==> config.mk <==
export PLATFORM = sky130hd
export DESIGN_NAME = cdb_arbiter_flat
export DESIGN_NICKNAME = d
export VERILOG_FILES = /design/src/rtl/cdb_arbiter_if.sv /design/src/rtl/cdb_arbiter.sv /design/src/flat_wrapper.sv
export SDC_FILE = /design/constraint.sdc
export NUM_CORES = 1
export LEC_CHECK = 0
export BUFFER_PORTS_ARGS = -buffer_cell sky130_fd_sc_hd__clkbuf_2
export CORE_ASPECT_RATIO = 1.4
export CORE_MARGIN = 2
export CORE_UTILIZATION = 40
export CTS_CLUSTER_DIAMETER = 100
export DETAILED_ROUTE_END_ITERATION = 12
export HOLD_SLACK_MARGIN = 0.03
export PLACE_DENSITY = 0.73
export SYNTH_ARGS = -nofsm -noshare
export SYNTH_HDL_FRONTEND = slang
export SYNTH_SLANG_ARGS = --single-unit
==> constraint.sdc <==
create_clock -name clock -period 5.87 [get_ports clock]
set_input_delay 0.8805 -clock clock [delete_from_list [all_inputs] [get_ports clock]]
set_output_delay 0.8805 -clock clock [all_outputs]
set_load 0.01 [all_outputs]
==> src/rtl/cdb_arbiter_if.sv <==
// Common data bus interface: execution-unit requests and grants, plus the
// registered broadcast that the ROB and reservation stations listen to.
interface cdb_arbiter_if #(
  parameter int NUM_UNITS = 4,
  parameter int TAG_W     = 5,
  parameter int DATA_W    = 32
);

  logic                        Flush;
  logic [NUM_UNITS-1:0]        Unit_valid;
  logic [NUM_UNITS*TAG_W-1:0]  Unit_rd_tag;
  logic [NUM_UNITS*DATA_W-1:0] Unit_data;
  logic [NUM_UNITS-1:0]        Unit_branch;
  logic [NUM_UNITS-1:0]        Unit_branch_taken;
  logic [NUM_UNITS-1:0]        Unit_ready;
  logic                        Cdb_valid;
  logic [TAG_W-1:0]            Cdb_rd_tag;
  logic [DATA_W-1:0]           Cdb_data;
  logic                        Cdb_branch;
  logic                        Cdb_branch_taken;

  // Requester side: execution units and the flush source
  modport master (
    output Flush, Unit_valid, Unit_rd_tag, Unit_data, Unit_branch, Unit_branch_taken,
    input  Unit_ready, Cdb_valid, Cdb_rd_tag, Cdb_data, Cdb_branch, Cdb_branch_taken
  );

  // Arbiter side: grants requests and drives the broadcast
  modport slave (
    input  Flush, Unit_valid, Unit_rd_tag, Unit_data, Unit_branch, Unit_branch_taken,
    output Unit_ready, Cdb_valid, Cdb_rd_tag, Cdb_data, Cdb_branch, Cdb_branch_taken
  );

endinterface

==> src/rtl/cdb_arbiter.sv <==
// Round-robin arbiter for the common data bus. One unit is granted per cycle
// (combinationally, from Unit_valid) and its result is broadcast on the
// registered Cdb_* outputs the following cycle. Flush suppresses grants.
module cdb_arbiter #(
  parameter int NUM_UNITS = 4,
  parameter int TAG_W     = 5,
  parameter int DATA_W    = 32
) (
  input logic          clock,
  input logic          reset,
  cdb_arbiter_if.slave bus
);

  localparam int RR_W = (NUM_UNITS > 2) ? $clog2(NUM_UNITS) : 1;

  logic [RR_W-1:0]      rr;
  logic [RR_W-1:0]      rr_next;
  logic                 grant_found;
  logic [RR_W-1:0]      grant_idx;
  logic [NUM_UNITS-1:0] grant_onehot;
  logic [RR_W:0]        scan_sum;
  logic [RR_W-1:0]      scan_idx;

  logic [TAG_W-1:0]     win_tag;
  logic [DATA_W-1:0]    win_data;
  logic                 win_branch;
  logic                 win_taken;

  logic                 cdb_valid;
  logic [TAG_W-1:0]     cdb_tag;
  logic [DATA_W-1:0]    cdb_data;
  logic                 cdb_branch;
  logic                 cdb_taken;

  // Scan requests starting at rr and wrapping; no grant during reset or flush
  always_comb begin
    grant_found = 1'b0;
    grant_idx   = '0;
    scan_sum    = '0;
    scan_idx    = '0;
    if (reset && !bus.Flush) begin
      for (int i = 0; i < NUM_UNITS; i++) begin
        scan_sum = {1'b0, rr} + (RR_W+1)'(i);
        if (scan_sum >= (RR_W+1)'(NUM_UNITS)) begin
          scan_sum = scan_sum - (RR_W+1)'(NUM_UNITS);
        end
        scan_idx = scan_sum[RR_W-1:0];
        if (!grant_found && bus.Unit_valid[scan_idx]) begin
          grant_found = 1'b1;
          grant_idx   = scan_idx;
        end
      end
    end
  end

  // Decode the winning index into the one-hot ready vector
  always_comb begin
    grant_onehot = '0;
    if (grant_found) begin
      grant_onehot[grant_idx] = 1'b1;
    end
  end

  // Select the winner's payload; taken only counts for real branches
  always_comb begin
    win_tag    = '0;
    win_data   = '0;
    win_branch = 1'b0;
    win_taken  = 1'b0;
    for (int i = 0; i < NUM_UNITS; i++) begin
      if (grant_onehot[i]) begin
        win_tag    = bus.Unit_rd_tag[i*TAG_W +: TAG_W];
        win_data   = bus.Unit_data[i*DATA_W +: DATA_W];
        win_branch = bus.Unit_branch[i];
        win_taken  = bus.Unit_branch[i] & bus.Unit_branch_taken[i];
      end
    end
  end

  // Pointer moves just past the winner; stays put when nothing is granted
  always_comb begin
    rr_next = rr;
    if (grant_found) begin
      if (grant_idx == RR_W'(NUM_UNITS - 1)) begin
        rr_next = '0;
      end else begin
        rr_next = grant_idx + 1'b1;
      end
    end
  end

  // Broadcast register and round-robin pointer
  always_ff @(posedge clock or negedge reset) begin
    if (!reset) begin
      rr         <= '0;
      cdb_valid  <= 1'b0;
      cdb_tag    <= '0;
      cdb_data   <= '0;
      cdb_branch <= 1'b0;
      cdb_taken  <= 1'b0;
    end else begin
      rr        <= rr_next;
      cdb_valid <= grant_found;
      if (grant_found) begin
        cdb_tag    <= win_tag;
        cdb_data   <= win_data;
        cdb_branch <= win_branch;
        cdb_taken  <= win_taken;
      end else begin
        cdb_taken  <= 1'b0;
      end
    end
  end

  assign bus.Unit_ready       = grant_onehot;
  assign bus.Cdb_valid        = cdb_valid;
  assign bus.Cdb_rd_tag       = cdb_tag;
  assign bus.Cdb_data         = cdb_data;
  assign bus.Cdb_branch       = cdb_branch;
  assign bus.Cdb_branch_taken = cdb_taken;

endmodule
==> src/flat_wrapper.sv <==
// flat-port wrapper written by rule: the top's interface ports become plain ports
module cdb_arbiter_flat 
#(
  parameter int NUM_UNITS = 4,
  parameter int TAG_W     = 5,
  parameter int DATA_W    = 32
)
  (clock, reset, bus_Flush, bus_Unit_valid, bus_Unit_rd_tag, bus_Unit_data, bus_Unit_branch, bus_Unit_branch_taken, bus_Unit_ready, bus_Cdb_valid, bus_Cdb_rd_tag, bus_Cdb_data, bus_Cdb_branch, bus_Cdb_branch_taken);
  cdb_arbiter_if #(.NUM_UNITS(NUM_UNITS), .TAG_W(TAG_W), .DATA_W(DATA_W)) bus_i ();
  input logic clock;
  input logic reset;
  input wire logic [$bits(bus_i.Flush)-1:0] bus_Flush;
  input wire logic [$bits(bus_i.Unit_valid)-1:0] bus_Unit_valid;
  input wire logic [$bits(bus_i.Unit_rd_tag)-1:0] bus_Unit_rd_tag;
  input wire logic [$bits(bus_i.Unit_data)-1:0] bus_Unit_data;
  input wire logic [$bits(bus_i.Unit_branch)-1:0] bus_Unit_branch;
  input wire logic [$bits(bus_i.Unit_branch_taken)-1:0] bus_Unit_branch_taken;
  output wire logic [$bits(bus_i.Unit_ready)-1:0] bus_Unit_ready;
  output wire logic [$bits(bus_i.Cdb_valid)-1:0] bus_Cdb_valid;
  output wire logic [$bits(bus_i.Cdb_rd_tag)-1:0] bus_Cdb_rd_tag;
  output wire logic [$bits(bus_i.Cdb_data)-1:0] bus_Cdb_data;
  output wire logic [$bits(bus_i.Cdb_branch)-1:0] bus_Cdb_branch;
  output wire logic [$bits(bus_i.Cdb_branch_taken)-1:0] bus_Cdb_branch_taken;
  assign bus_i.Flush = bus_Flush;
  assign bus_i.Unit_valid = bus_Unit_valid;
  assign bus_i.Unit_rd_tag = bus_Unit_rd_tag;
  assign bus_i.Unit_data = bus_Unit_data;
  assign bus_i.Unit_branch = bus_Unit_branch;
  assign bus_i.Unit_branch_taken = bus_Unit_branch_taken;
  assign bus_Unit_ready = bus_i.Unit_ready;
  assign bus_Cdb_valid = bus_i.Cdb_valid;
  assign bus_Cdb_rd_tag = bus_i.Cdb_rd_tag;
  assign bus_Cdb_data = bus_i.Cdb_data;
  assign bus_Cdb_branch = bus_i.Cdb_branch;
  assign bus_Cdb_branch_taken = bus_i.Cdb_branch_taken;
  cdb_arbiter #(.NUM_UNITS(NUM_UNITS), .TAG_W(TAG_W), .DATA_W(DATA_W)) u_core (.clock(clock), .reset(reset), .bus(bus_i));
endmodule
Word level (Yosys, flattened, before mapping)

Index checks and enable logic that the tools add are counted.

Memories kept: 0
Register bits: 42
Memory bits (writable): 0
Latch bits: 0
Output and inout bits: 44
Memory bits (read-only): 0

$add $sub $neg: 8
Order comparisons: 10
Bitwise operators: 4
Mux-type cells: 50
Reductions and logical operators: 9
Multiply operators: 0
Divide/modulo/power cells: 0
Shifts and indexed selects: 0
Equality and inequality tests: 1

Operators with widths:

| cell                  | number |
|---|---|
| $mux W32              | 4 |
| $mux W2               | 14 |
| $mux W1               | 22 |
| $mux W5               | 4 |
| $lt A2 B3 Y1 const B  | 5 |
| $ge A3 B3 Y1 const B  | 3 |
| $bmux W1 S2           | 4 |
| $sub A2 B1 Y2 const B | 4 |
| $add A2 B2 Y3 const B | 2 |
| $logic_and A1 B1 Y1   | 5 |
| $and A1 B1 Y1         | 4 |
| $logic_not A1 Y1      | 4 |
| $mux W4               | 1 |
| $add A2 B1 Y3 const B | 1 |
| $ge A2 B3 Y1 const B  | 1 |
| $add A2 B1 Y2 const B | 1 |
| $demux W1 S2          | 1 |
| $eq A2 B2 Y1 const B  | 1 |
| $ge A2 B1 Y1 const B  | 1 |

Logic depth before layout (Yosys ltp)

Depth in word-level cells: 29
Depth in mapped cells: 11

Worst setup path before layout

No wires, ideal clock.

Path type: input to output
From: in bus_Flush
To: out bus_Unit_ready[3]
Stages: 7
Arrival: 2502 ps
Path slack: 2488 ps
Data required time: 4990 ps
Buffers on the path: 2
Path through: nand2b_4 > a2111o_1 > inv_1 > ha_1 > clkbuf_1 > clkbuf_1 > and2_1

Word-level cells in the longest chain between the ends: 8
Elaborated cells on any way between the ends: 10
Classes of those cells: order compare (2); mux (5); reduce/logical (3)

RTL lines:

| element                                                            | RTL line           | text |
|---|---|---|
| start, declared                                                    | flat_wrapper.sv:12 | `input wire logic [$bits(bus_i.Flush)-1:0] bus_Flush;` |
| $logic_not A1 Y1 (*)                                               | cdb_arbiter.sv:41  | `if (reset && !bus.Flush) begin` |
| $logic_and A1 B1 Y1 (*)                                            | cdb_arbiter.sv:41  |  |
| $mux W2                                                            | cdb_arbiter.sv:41  |  |
| $lt A2 B3 Y1 (implied by the code) or $ge A2 B1 Y1 (tied branches) | cdb_arbiter.sv:60  | `grant_onehot[grant_idx] = 1'b1;` |
| $logic_and A1 B1 Y1 (implied by the code)                          | cdb_arbiter.sv:60  |  |
| $mux W1 (implied by the code)                                      | cdb_arbiter.sv:60  |  |
| $demux W1 S2                                                       | -                  |  |
| $mux W4 (*)                                                        | cdb_arbiter.sv:59  | `if (grant_found) begin` |
| end, declared                                                      | flat_wrapper.sv:18 | `output wire logic [$bits(bus_i.Unit_ready)-1:0] bus_Unit_ready;` |

Mark *: on every way between the ends. The rest lies on a longest branch, timed or not.

Worst setup path in the final report

From: in reset
To: out bus_Unit_ready[1]

Word-level cells in the longest chain between the ends: 7
Elaborated cells on any way between the ends: 9
Classes of those cells: order compare (2); mux (5); reduce/logical (2)

RTL lines:

| element                                                            | RTL line           | text |
|---|---|---|
| start, declared                                                    | flat_wrapper.sv:11 | `input logic reset;` |
| $logic_and A1 B1 Y1 (*)                                            | cdb_arbiter.sv:41  |  |
| $mux W2                                                            | cdb_arbiter.sv:41  |  |
| $lt A2 B3 Y1 (implied by the code) or $ge A2 B1 Y1 (tied branches) | cdb_arbiter.sv:60  |  |
| $logic_and A1 B1 Y1 (implied by the code)                          | cdb_arbiter.sv:60  |  |
| $mux W1 (implied by the code)                                      | cdb_arbiter.sv:60  |  |
| $demux W1 S2                                                       | -                  |  |
| $mux W4 (*)                                                        | cdb_arbiter.sv:59  |  |

Marked as above.

==> metrics.json <==
{
  "finalWorstPathRequiredPeriod_ps": 4250,
  "cts.reportedPaths.clkPinSlew_ps": 60,
  "globalRouteMet2Util_pct": 40.9,
  "synthesis.area_um2": 3400,
  "cts.repair.resized": 0,
  "fin_skew_ps": 5.41,
  "tritoncts": "built",
  "path_class": "in -> out",
  "critical_path_required_ps": 4990,
  "reg2regPathDepth": 7,
  "synth_cell_types": 40,
  "actual_transition_at_the_worst_max_transition_pin_ps": 984,
  "synth_top_cells_by_area": "sky130_fd_sc_hd__dfrtp_1, sky130_fd_sc_hd__o311ai_2, sky130_fd_sc_hd__a221oi_2, sky130_fd_sc_hd__clkbuf_8, sky130_fd_sc_hd__nand3_1",
  "drive_gt1_share_pct": 62.3,
  "top_level_ports": 207,
  "global_route.peak_usage_layer": "met2",
  "post-cts-setup-buffer-count": 0,
  "gr-usage-met3_pct": 3.59,
  "clk-insertion-delay-late_ps": 280,
  "post_synth_inst_count": 306,
  "worstHoldPathType": "reg -> reg",
  "worstSetupStartpointType": "input port",
  "grt_first_pass_wirelength_mm": 16.1,
  "grt_max_degree": 80,
  "htreeDepth": 2,
  "start_util_pct": 41.5,
  "leakagePower_nw": 2.14,
  "drc": 0,
  "critical_path.max_fanout": 23,
  "grt_overflow_total": 0,
  "cts_num_sinks": 42,
  "wl_per_cell_um": 18.0,
  "cts-root-to-sink-buffers": 2,
  "placedCellCount": 588,
  "quantity_of_i_o_buffers_inserted_on_ports": 206,
  "end_kind": "primary output",
  "core_area_um2": 8200,
  "detailed_place.area_um2": 4300,
  "flow.area_growth_from_synthesis_pct": 31.0,
  "wirelength_mm": 10.7,
  "report.final.slew_viol_count": 0,
  "via_count": 3332,
  "hold_path_depth": 1,
  "fin_crit_sh_pct": 72.3,
  "placement_rows": 39,
  "floorplan_die_height_um": 113,
  "async_flop_share_pct": 100,
  "setup_viol": 0,
  "postLayoutCellArea_um2": 4450,
  "setup_tns_final_ps": 0,
  "initialDrtViolationCount": 163,
  "worst_slew_margin_rel_pct": 34.4,
  "synth_seq_area_share_pct": 30.9,
  "status": "complete, no violations",
  "antenna_found_initial": 0,
  "synth_area_per_cell_um2": 11.1,
  "arrival_time_reported_for_the_critical_path_endpoint_ps": 3370,
  "routabilityCongestion": 0.850,
  "die_area_um2": 9260,
  "synth_nets": 473,
  "netlist.area_leader.share_pct": 30.9,
  "finalHoldViolations": 0,
  "max_clock_freq_mhz": 235,
  "power_density_nw_per_um2": 219,
  "worst_ir_drop_vdd_mv": 0.132,
  "max_cap_viol_count": 0,
  "cts-root-buf": "sky130_fd_sc_hd__clkbuf_16",
  "n_antenna_cell": 0,
  "yosysWarnings": 0,
  "cts_made_buffers": 5,
  "dp_hpwl_mm": 8.23,
  "detail_route.first_pass.iterations": 4,
  "postCtsHoldBufs": 0,
  "final-instance-count-excl-fill": 596,
  "drt-vias-per-instance": 5.59,
  "drtAntennaViolNets": 0,
  "grt_usage_pct": 22.4,
  "num-nets-final": 660,
  "synth_area_leader_cell": "sky130_fd_sc_hd__dfrtp_1",
  "most_instantiated_flip_flop_cell_in_the_synthesis_netlist": "sky130_fd_sc_hd__dfrtp_1",
  "global_route.usage.met1_pct": 25.9,
  "grt_pass1_vias": 3335,
  "postSynthRegisterBits": 42,
  "setup_repair_after_global_routing_missed_its_margin": "false",
  "fp.dieW_um": 81.9,
  "synth_edf_count": 0
}
==> metal layers <==
metal / wire length [µm] / share of wire, % / up-vias
met3: 630 / 5.9 / 16
met5: 0 / 0 / -
li1: - / - / 1562
met2: 5930 / 55 / 136
met4: 157 / 1.5 / 0
met1: 3990 / 37 / 1618
==> flip-flops by register name, indices dropped and copies added, names as in the netlist <==
register / flops
u_core.bus.Cdb_branch_taken: 1
u_core.rr: 2
u_core.bus.Cdb_branch: 1
u_core.bus.Cdb_rd_tag: 5
u_core.bus.Cdb_data: 32
u_core.bus.Cdb_valid: 1
==> path summary, 6_finish.rpt <==
| path | slack, ps | start | end |
|---|---|---|---|
| worst min register to register | 500 | u_core.bus.Cdb_rd_tag[4] | u_core.bus.Cdb_rd_tag[4] |
| worst max register to register | 2890 | u_core.rr[1] | u_core.bus.Cdb_data[25] |
| max in group asynchronous | 4550 | reset | u_core.bus.Cdb_data[6] |
| worst max-delay path | 1620 | reset | bus_Unit_ready[1] |
| min in group asynchronous | 590 | reset | u_core.bus.Cdb_data[28] |
| worst min-delay path | 500 | u_core.bus.Cdb_rd_tag[4] | u_core.bus.Cdb_rd_tag[4] |
==> report_power, final <==
group	total, mW	switching [mW]	leakage (nW)	internal [mW]
clock network	0.278	0.110	0.0729	0.168
logic	0.332	0.173	1.52	0.159
registers	0.366	0.0310	0.546	0.335
total	0.977	0.314	2.14	0.663
==> cell usage after synthesis (3+ instances only) <==
cell type                  number
sky130_fd_sc_hd__o311ai_2      31
sky130_fd_sc_hd__ha_1           4
sky130_fd_sc_hd__buf_4          4
sky130_fd_sc_hd__a221oi_2      30
sky130_fd_sc_hd__a32oi_1        4
sky130_fd_sc_hd__nor2b_1       17
sky130_fd_sc_hd__buf_2          5
sky130_fd_sc_hd__nand2_1       39
sky130_fd_sc_hd__a21oi_1        5
sky130_fd_sc_hd__clkbuf_1       5
sky130_fd_sc_hd__a221oi_1       5
sky130_fd_sc_hd__dfrtp_1       42
sky130_fd_sc_hd__clkbuf_8      14
sky130_fd_sc_hd__inv_1          5
sky130_fd_sc_hd__o21a_1         5
sky130_fd_sc_hd__a22oi_1        4
sky130_fd_sc_hd__and2b_2       18
sky130_fd_sc_hd__o211ai_1       4
sky130_fd_sc_hd__nand3_1       33
sky130_fd_sc_hd__nand2b_1       4
sky130_fd_sc_hd__buf_6          3
sky130_fd_sc_hd__and2_1         4
==> worst max-delay path, cell delays in order <==
cell and delay, ps:
sky130_fd_sc_hd__clkbuf_2 450, sky130_fd_sc_hd__buf_4 420, sky130_fd_sc_hd__nand2b_4 100, sky130_fd_sc_hd__a2111o_1 450, sky130_fd_sc_hd__inv_1 110, sky130_fd_sc_hd__ha_2 600, sky130_fd_sc_hd__and2_1 220, sky130_fd_sc_hd__clkbuf_2 130
==> layout make-up <==
cell class / count / area [µm²]
inverters: 5 / 18.8
clock buffers: 6 / 139
clock inverters: 2 / 12.5
multi-input cells: 226 / 2020
fillers: 772 / 3740
well taps: 102 / 128
repair buffers: 213 / 1080
flip-flops and latches: 42 / 1050
==> metrics by stage <==
| stage | setup slack [ps] | utilization [%] | hold WS, ps | total power [mW] |
|---|---|---|---|---|
| 3_5_place_dp | 1540 | 52.5 | 482 | 0.705 |
| 5_1_grt | 1420 | 54.3 | 525 | 1.03 |
| 6_report | 1620 | 54.3 | 500 | 0.977 |
| 4_1_cts | 1580 | 54.3 | 504 | 0.984 |
| 2_1_floorplan | 2490 | - | 514 | 0.564 |
| 3_3_place_gp | 1660 | 52.5 | 492 | 0.695 |
==> cells in the final DEF (no fill, tap or decap), types with 2 or more instances in the layout <==
master,count
sky130_fd_sc_hd__o311ai_2,31
sky130_fd_sc_hd__clkbuf_2,206
sky130_fd_sc_hd__nor2b_1,17
sky130_fd_sc_hd__o21a_1,5
sky130_fd_sc_hd__nand2_1,39
sky130_fd_sc_hd__a31oi_1,2
sky130_fd_sc_hd__inv_1,5
sky130_fd_sc_hd__a22oi_1,4
sky130_fd_sc_hd__and2b_2,18
sky130_fd_sc_hd__clkbuf_16,5
sky130_fd_sc_hd__buf_4,7
sky130_fd_sc_hd__a221oi_1,5
sky130_fd_sc_hd__nor3b_1,2
sky130_fd_sc_hd__and2_1,4
sky130_fd_sc_hd__dfrtp_1,42
sky130_fd_sc_hd__ha_2,3
sky130_fd_sc_hd__a221oi_2,30
sky130_fd_sc_hd__nand2b_1,4
sky130_fd_sc_hd__o311ai_0,2
sky130_fd_sc_hd__o211ai_1,4
sky130_fd_sc_hd__a21oi_1,5
sky130_fd_sc_hd__a32oi_1,4
sky130_fd_sc_hd__nand3_1,33
==> kinds of logic (layout without fill, tap and decap cells) <==
group | after synthesis | count (layout) | synth area share [%]
simple gates | 125 | 125 | 21.6
buf+inv | 38 | 226 | 9.86
flops | 42 | 42 | 30.9
mux | 1 | 1 | 0.294
fa+ha+maj | 4 | 4 | 1.47
compound gates | 96 | 96 | 35.8
Power figures use the tool's default switching activity.
